[config.mk]
export PLATFORM = sky130hd
export DESIGN_NAME = uart_tx_arb
export DESIGN_NICKNAME = d
export VERILOG_FILES = /design/src/rtl/uart_tx_arb.sv
export SDC_FILE = /design/constraint.sdc
export NUM_CORES = 1
export LEC_CHECK = 0
export ABC_AREA = 0
export ABC_CLOCK_PERIOD_IN_PS = 1480
export BUFFER_PORTS_ARGS = -buffer_cell sky130_fd_sc_hd__buf_2
export CORE_MARGIN = 5
export CORE_UTILIZATION = 35
export DETAILED_ROUTE_END_ITERATION = 16
export GPL_ROUTABILITY_DRIVEN = 0
export GPL_TIMING_DRIVEN = 0
export SLEW_MARGIN = 10
export SYNTH_ARGS = -nofsm -noshare
export SYNTH_HDL_FRONTEND = slang
export SYNTH_SLANG_ARGS = --single-unit
[constraint.sdc]
create_clock -name clk -period 1.48 [get_ports clk]
set_input_delay 0.074 -clock clk [delete_from_list [all_inputs] [get_ports clk]]
set_output_delay 0.074 -clock clk [all_outputs]
set_load 0.02 [all_outputs]
[src/rtl/uart_tx_arb.sv]
// Round-robin arbiter feeding four byte requesters into one UART transmitter.
// Grant-to-txStart is one cycle; requesters wait (req held) until their ack pulse.
module uart_tx_arb #(
   parameter int BUSY_TO = 8,
   parameter int CNT_W   = 16
) (
   input  logic             clk,
   input  logic             nRst,
   input  logic [3:0]       req,
   input  logic [31:0]      reqData32,
   output logic [3:0]       ack,
   output logic [7:0]       txData8,
   output logic             txStart,
   input  logic             txBusy,
   output logic [1:0]       grantId,
   output logic             arbBusy,
   output logic             errBusyTo,
   output logic [CNT_W-1:0] txByteCnt
);

   localparam int TO_W = (BUSY_TO > 2) ? $clog2(BUSY_TO) : 1;
   localparam logic [TO_W-1:0] TO_MAX = TO_W'(BUSY_TO - 1);

   typedef enum logic [1:0] {IDLE, START, WAIT_BUSY, WAIT_DONE} state_t;

   state_t           r_state;
   logic [3:0]       r_ack;
   logic [7:0]       r_txData8;
   logic             r_txStart;
   logic [1:0]       r_grantId;
   logic             r_err;
   logic [TO_W-1:0]  r_toCnt;
   logic [CNT_W-1:0] r_byteCnt;

   logic [1:0]       w_win;
   logic [1:0]       w_idx;
   logic             w_hit;

   // Search starts just above the last winner so every requester gets a turn.
   always_comb begin
      w_win = '0;
      w_hit = 1'b0;
      w_idx = '0;
      for (int i = 0; i < 4; i++) begin
         w_idx = r_grantId + 2'(i + 1);
         if (!w_hit && req[w_idx]) begin
            w_win = w_idx;
            w_hit = 1'b1;
         end
      end
   end

   always_ff @(posedge clk or negedge nRst) begin
      if (!nRst) begin
         r_state   <= IDLE;
         r_ack     <= '0;
         r_txData8 <= 8'h00;
         r_txStart <= 1'b0;
         r_grantId <= 2'd3;
         r_err     <= 1'b0;
         r_toCnt   <= '0;
         r_byteCnt <= '0;
      end else begin
         r_ack     <= '0;
         r_txStart <= 1'b0;
         r_err     <= 1'b0;
         case (r_state)
            IDLE: begin
               if (w_hit) begin
                  r_txData8 <= reqData32[{w_win, 3'b000} +: 8];
                  r_ack     <= 4'b0001 << w_win;
                  r_grantId <= w_win;
                  r_txStart <= 1'b1;
                  r_state   <= START;
               end
            end
            START: begin
               r_toCnt <= '0;
               r_state <= WAIT_BUSY;
            end
            WAIT_BUSY: begin
               if (txBusy) begin
                  r_state <= WAIT_DONE;
               end else if (r_toCnt == TO_MAX) begin
                  // Transmitter never answered: drop the byte without counting it.
                  r_err   <= 1'b1;
                  r_state <= IDLE;
               end else begin
                  r_toCnt <= r_toCnt + 1'b1;
               end
            end
            WAIT_DONE: begin
               if (!txBusy) begin
                  r_byteCnt <= r_byteCnt + 1'b1;
                  r_state   <= IDLE;
               end
            end
            default: r_state <= IDLE;
         endcase
      end
   end

   assign ack       = r_ack;
   assign txData8   = r_txData8;
   assign txStart   = r_txStart;
   assign grantId   = r_grantId;
   assign arbBusy   = (r_state != IDLE);
   assign errBusyTo = r_err;
   assign txByteCnt = r_byteCnt;

endmodule

# Word level (Yosys, flattened, before mapping)
# Index checks and enable logic that the tools add are counted.
[totals]
reg_bits = 37
inputBits = 39
output_inout_bits = 33
word_cells = 73
[op_classes]
add_sub_neg = 5
n_lt_le_gt_ge = 4
eq_ne = 9
n_shift = 2
n_mux = 31
bitwise_logic = 1
reduce_logical = 13
[op_table]
columns = ["cell", "n"]
rows = [
  ["32-bit by 6-bit indexed part select with 8-bit output", 1],
  ["16-bit by 1-bit adder with 16-bit output (second input constant)", 1],
  ["2-bit two-way mux", 8],
  ["1-bit two-way mux", 13],
  ["2-bit by 3-bit less-than comparator with 1-bit output (second input constant)", 4],
  ["1-bit binary-select mux with 2-bit select", 4],
  ["4-bit two-way mux", 2],
  ["2-bit inequality test (second input constant)", 4],
  ["2-bit one-hot mux with 4 select lines", 1],
  ["3-bit two-way mux", 2],
  ["3-bit one-hot mux with 2 select lines", 1],
  ["3-bit AND reduction", 2],
  ["2-bit adder (second input constant)", 2],
  ["2-bit equality test (second input constant)", 2],
  ["2-bit AND reduction", 2],
  ["2-bit nonzero test", 2],
  ["1-bit by 2-bit left shift with 4-bit output (first input constant)", 1],
  ["3-bit by 1-bit adder with 3-bit output (second input constant)", 1],
  ["3-bit equality test (second input constant)", 1],
  ["1-bit logical AND", 3],
  ["1-bit logical NOT", 3],
  ["3-bit inequality test (second input constant)", 1],
  ["2-bit by 1-bit adder with 2-bit output (second input constant)", 1],
  ["2-bit by 1-bit equality test with 1-bit output (second input constant)", 1],
  ["other kinds (2)", 2],
]

# Logic depth before layout (Yosys ltp)
[logic_depth]
depth_word = 16
ltp_mapped = 8
depth_no_buf = 6

# Worst setup path after synthesis
# OpenSTA, ideal clock, no wires.
[synth_path]
kind = "register to register"
from = "reg r_grantId[0] (netlist: grantId[0])"
to = "reg r_txData8[0] (netlist: txData8[0])"
arrival_ps = 1478
required_ps = 1335
setup_slack_ps = -143
stages_incl_launch_ff = 7
path_buffers = 1
path_cell_list = "dfstp_2 nand2b_1 a21o_4 and3_4 buf_12 mux2i_1 o211ai_1"
[synth_via]
elab_chain_len = 14
[synth_rtl]
columns = ["element", "line", "source"]
rows = [
  ["start, declared", "30", "logic [1:0] r_grantId;"],
  ["start signal, assigned", "72", "r_grantId <= w_win;"],
  ["2-bit by 1-bit adder with 2-bit output", "45", "w_idx = r_grantId + 2'(i + 1);"],
  ["1-bit binary-select mux with 2-bit select", "46", "if (!w_hit && req[w_idx]) begin"],
  ["1-bit two-way mux (implied by the code)", "46", ""],
  ["1-bit two-way mux", "46", ""],
  ["1-bit logical NOT", "46", ""],
  ["1-bit logical AND", "46", ""],
  ["1-bit two-way mux", "46", ""],
  ["1-bit logical NOT", "46", ""],
  ["1-bit logical AND", "46", ""],
  ["1-bit two-way mux", "46", ""],
  ["1-bit logical NOT", "46", ""],
  ["1-bit logical AND", "46", ""],
  ["2-bit two-way mux / 1-bit two-way mux (equally long branches)", "46", ""],
  ["32-bit by 6-bit indexed part select with 8-bit output / 2-bit AND reduction (equally long branches)", "--", ""],
  ["end signal, assigned", "70", "r_txData8 <= reqData32[{w_win, 3'b000} +: 8];"],
  ["end, declared", "28", "logic [7:0] r_txData8;"],
]
# Several ways; a longest one is shown, not always the timed one. The select of a mux whose other input is x is not followed.
# A chain may end at the register's enable or synchronous reset.

# Final worst setup path
[layout_path]
from = "reg r_grantId[0] (netlist: grantId[0])"
to = "reg r_txData8[1] (netlist: txData8[1])"
# The elaborated chain is that of the path after synthesis.

==> impl_metrics.json <==
{
  "status": "finished, violations left",
  "violations": "setup timing",
  "hold_class": "input pin to register",
  "dp_slack_ns": -0.3391,
  "viasPerCell": 4.928,
  "fin_crit_sh_pct": 111.0,
  "period_minus_slack_ns": 1.643,
  "place_inst": 337,
  "fillCellCount": 527,
  "finish.utilization_pct": 49.99,
  "dieArea_um2": 7308,
  "final_common_cell": "buf_2",
  "num_vias": 1769,
  "slowest_stage": "dfstp_2",
  "cp.required_ns": 1.64,
  "drt-pass1-iter-count": 4,
  "start_util_pct": 36.22,
  "peakVddDrop_uv": 743.3,
  "syn_to_final_growth_pct": 38.02,
  "slew_headroom_pct": 44.80,
  "route.detailed.wl_per_inst_um": 13.97,
  "netlist_area_um2": 1994,
  "timing.hold.ws_ns": 0.08736,
  "ios": 72,
  "stdcell_count": 359,
  "cp-start-kind": "register",
  "synthArstFlopShare_pct": 100.0,
  "cp.arrival_ns": 1.80,
  "htreeDepth": 2,
  "busiest_layer": "met2",
  "crit_fanout": 5,
  "cpPeakStageDelay_ns": 0.59,
  "drt_wl_total_mm": 5.014,
  "rsz0062_at_grt": "true",
  "final_cell_mix": "71 x buf_2, 32 x dfrtp_1, 19 x nand2_1",
  "max_clock_freq_mhz": 608.8,
  "root_buffer": "clkbuf_8",
  "clock-sinks": 37,
  "ant_nets": 0,
  "path_cells": "nand2b_4 > a21o_4 > and3_4 > clkbuf_16 > mux2i_1 > o211ai_1",
  "n_antenna_cell": 0,
  "endpoint_kind": "register",
  "syn_inst": 194,
  "grt_pass1_vias": 1733,
  "io_buffers": 71,
  "use_met2_pct": 20.83,
  "core-area_um2": 5507,
  "grt_util_met3_pct": 3.981,
  "setup.worst_path.class": "register to register",
  "yosysWarnings": 0,
  "initialDrtViolationCount": 91,
  "grt_use_met1_pct": 17.65,
  "fin_ws_ns": -0.1626,
  "path_clk_slew_ns": 0.07,
  "yosysSeqAreaShare_pct": 46.55,
  "ys_types": 44,
  "p_leak_nw": 1.380,
  "dieHeight_um": 85.49,
  "die_width_um": 85.49,
  "cap_violations": 0,
  "antenna_found_initial": 0,
  "power_w": 0.004453,
  "layout-drive-gt1-share_pct": 44.95,
  "fin_nets": 328,
  "hpwl_mm": 3.506,
  "drc_errors": 0,
  "clkLatencyLatePin_ns": 0.28,
  "num_rows": 27,
  "setup_viol_count_final": 13,
  "fin_worst_skew_ns": 0.002969,
  "pwr_density_cell_nw_per_um2": 1618,
  "cts_buffer_depth": 2,
  "grt_max_degree": 38,
  "slew_violations": 0,
  "final_hold_viol_count": 0,
  "grt_overflow": 0,
  "synth_flop_cell": "dfrtp_1",
  "syn_avg_cell_area_um2": 10.28,
  "grt_usage_pct": 13.28,
  "cts_buffers": 5,
  "synth_nets": 236,
  "synth_seq_cells": 37,
  "synth_edf_count": 0,
  "worstMarginPinSlew_ns": 0.8280,
  "cts_tree": "yes",
  "grt_pass1_wl_mm": 7.935
}
==> layer usage <==
layer / wire (um) / vias to the layer above / share of wire (%)
li1: - / 881 / -
met1: 2244 / 818 / 45
met2: 2359 / 62 / 47
met3: 324 / 8 / 6.5
met4: 85 / 0 / 1.7
met5: 0 / - / 0
==> flip-flops by register name, indices dropped and copies added, names as in the netlist <==
name       count
txByteCnt     16
txData8        8
ack            4
r_toCnt        3
grantId        2
r_state        2
errBusyTo      1
txStart        1
==> cell usage after synthesis (2+ instances only) <==
cell type	count	area share [%]
dfrtp_1	35	44
nand2_1	19	3.6
o21ai_0	13	3.3
xnor2_1	11	4.8
a31oi_1	10	3.1
inv_1	9	1.7
mux2i_1	9	4.5
and4_1	8	3.5
nor2_1	8	1.5
o211ai_1	8	3.0
nand3_1	6	1.5
nand4_1	4	1.3
xor2_1	4	1.8
a21o_1	3	1.1
buf_2	3	0.75
ha_1	3	1.9
nor2_2	3	0.94
nor2b_1	3	0.94
nor3_2	3	1.5
a21oi_1	2	0.50
and2_1	2	0.63
buf_4	2	0.75
clkbuf_1	2	0.38
dfstp_2	2	2.6
nand2b_1	2	0.63
o21ai_1	2	0.50
==> worst max-delay path, delay by kind of cell (launching register included) <==
| family | cells | cell delay (ns) |
|---|---|---|
| AOI/OAI and AO/OA | 2 | 0.25 |
| buffers and inverters | 1 | 0.15 |
| DFF | 1 | 0.59 |
| muxes | 1 | 0.18 |
| and+or+nand+nor | 2 | 0.36 |
==> what timing repair did <==
| action | 4_1_cts | 5_1_grt |
|---|---|---|
| pin swaps | 1 | 7 |
| endpoints found under the hold margin | 35 | 0 |
| cloned | 0 | 2 |
| setup buffers | 5 | 6 |
| hold buffers | 1 | 0 |
| resized for setup | 2 | 20 |
| endpoints found under the setup margin | 15 | 24 |
==> cell type report <==
class	count	area [um2]	area share, %
Buffer	8	72.57	2.636
Clock buffer	6	72.57	2.636
Clock inverter	2	10.01	0.3636
Inverter	10	37.54	1.364
Multi-Input combinational cell	140	1049	38.09
Sequential cell	37	932.1	33.86
Tap cell	72	90.09	3.273
Timing Repair Buffer	84	489.2	17.77
==> metrics by stage <==
stage	setup TNS, ns	area (um2)
2_1_floorplan	-1.183	2004
3_3_place_gp	-3.123	2450
3_5_place_dp	-3.298	2450
4_1_cts	-1.546	2586
5_1_grt	-2.211	2753
6_report	-1.461	2753
==> kinds of logic after synthesis <==
logic type | after synthesis | synth area share, %
fa+ha+maj | 3 | 1.882
flops | 37 | 46.55
xor+xnor | 15 | 6.587
simple gates | 68 | 20.83
compound gates | 43 | 14.30
mux | 10 | 5.082
buf+inv | 18 | 4.767
==> power by group <==
part / internal, W / switching [W] / total [W]
logic: 0.00103 / 0.00117 / 0.00221
clock network: 0.000326 / 0.000351 / 0.000677
registers: 0.00132 / 0.000249 / 0.00157
total: 0.00268 / 0.00177 / 0.00445
==> worst paths after layout <==
| path | from | to | slack [ns] | cells after the start |
|---|---|---|---|---|
| min reg2reg | txByteCnt[15] | txByteCnt[15] | 0.47 | 1 |
| max reg2reg | grantId[0] | txData8[1] | -0.16 | 6 |
| min in group asynchronous | nRst | errBusyTo | 0.42 | 2 |
| max in group asynchronous | nRst | r_state[0] | 0.49 | 2 |
| max | grantId[0] | txData8[1] | -0.16 | 6 |
| min | txBusy | r_state[0] | 0.09 | 3 |
Power figures use the tool's default switching activity.
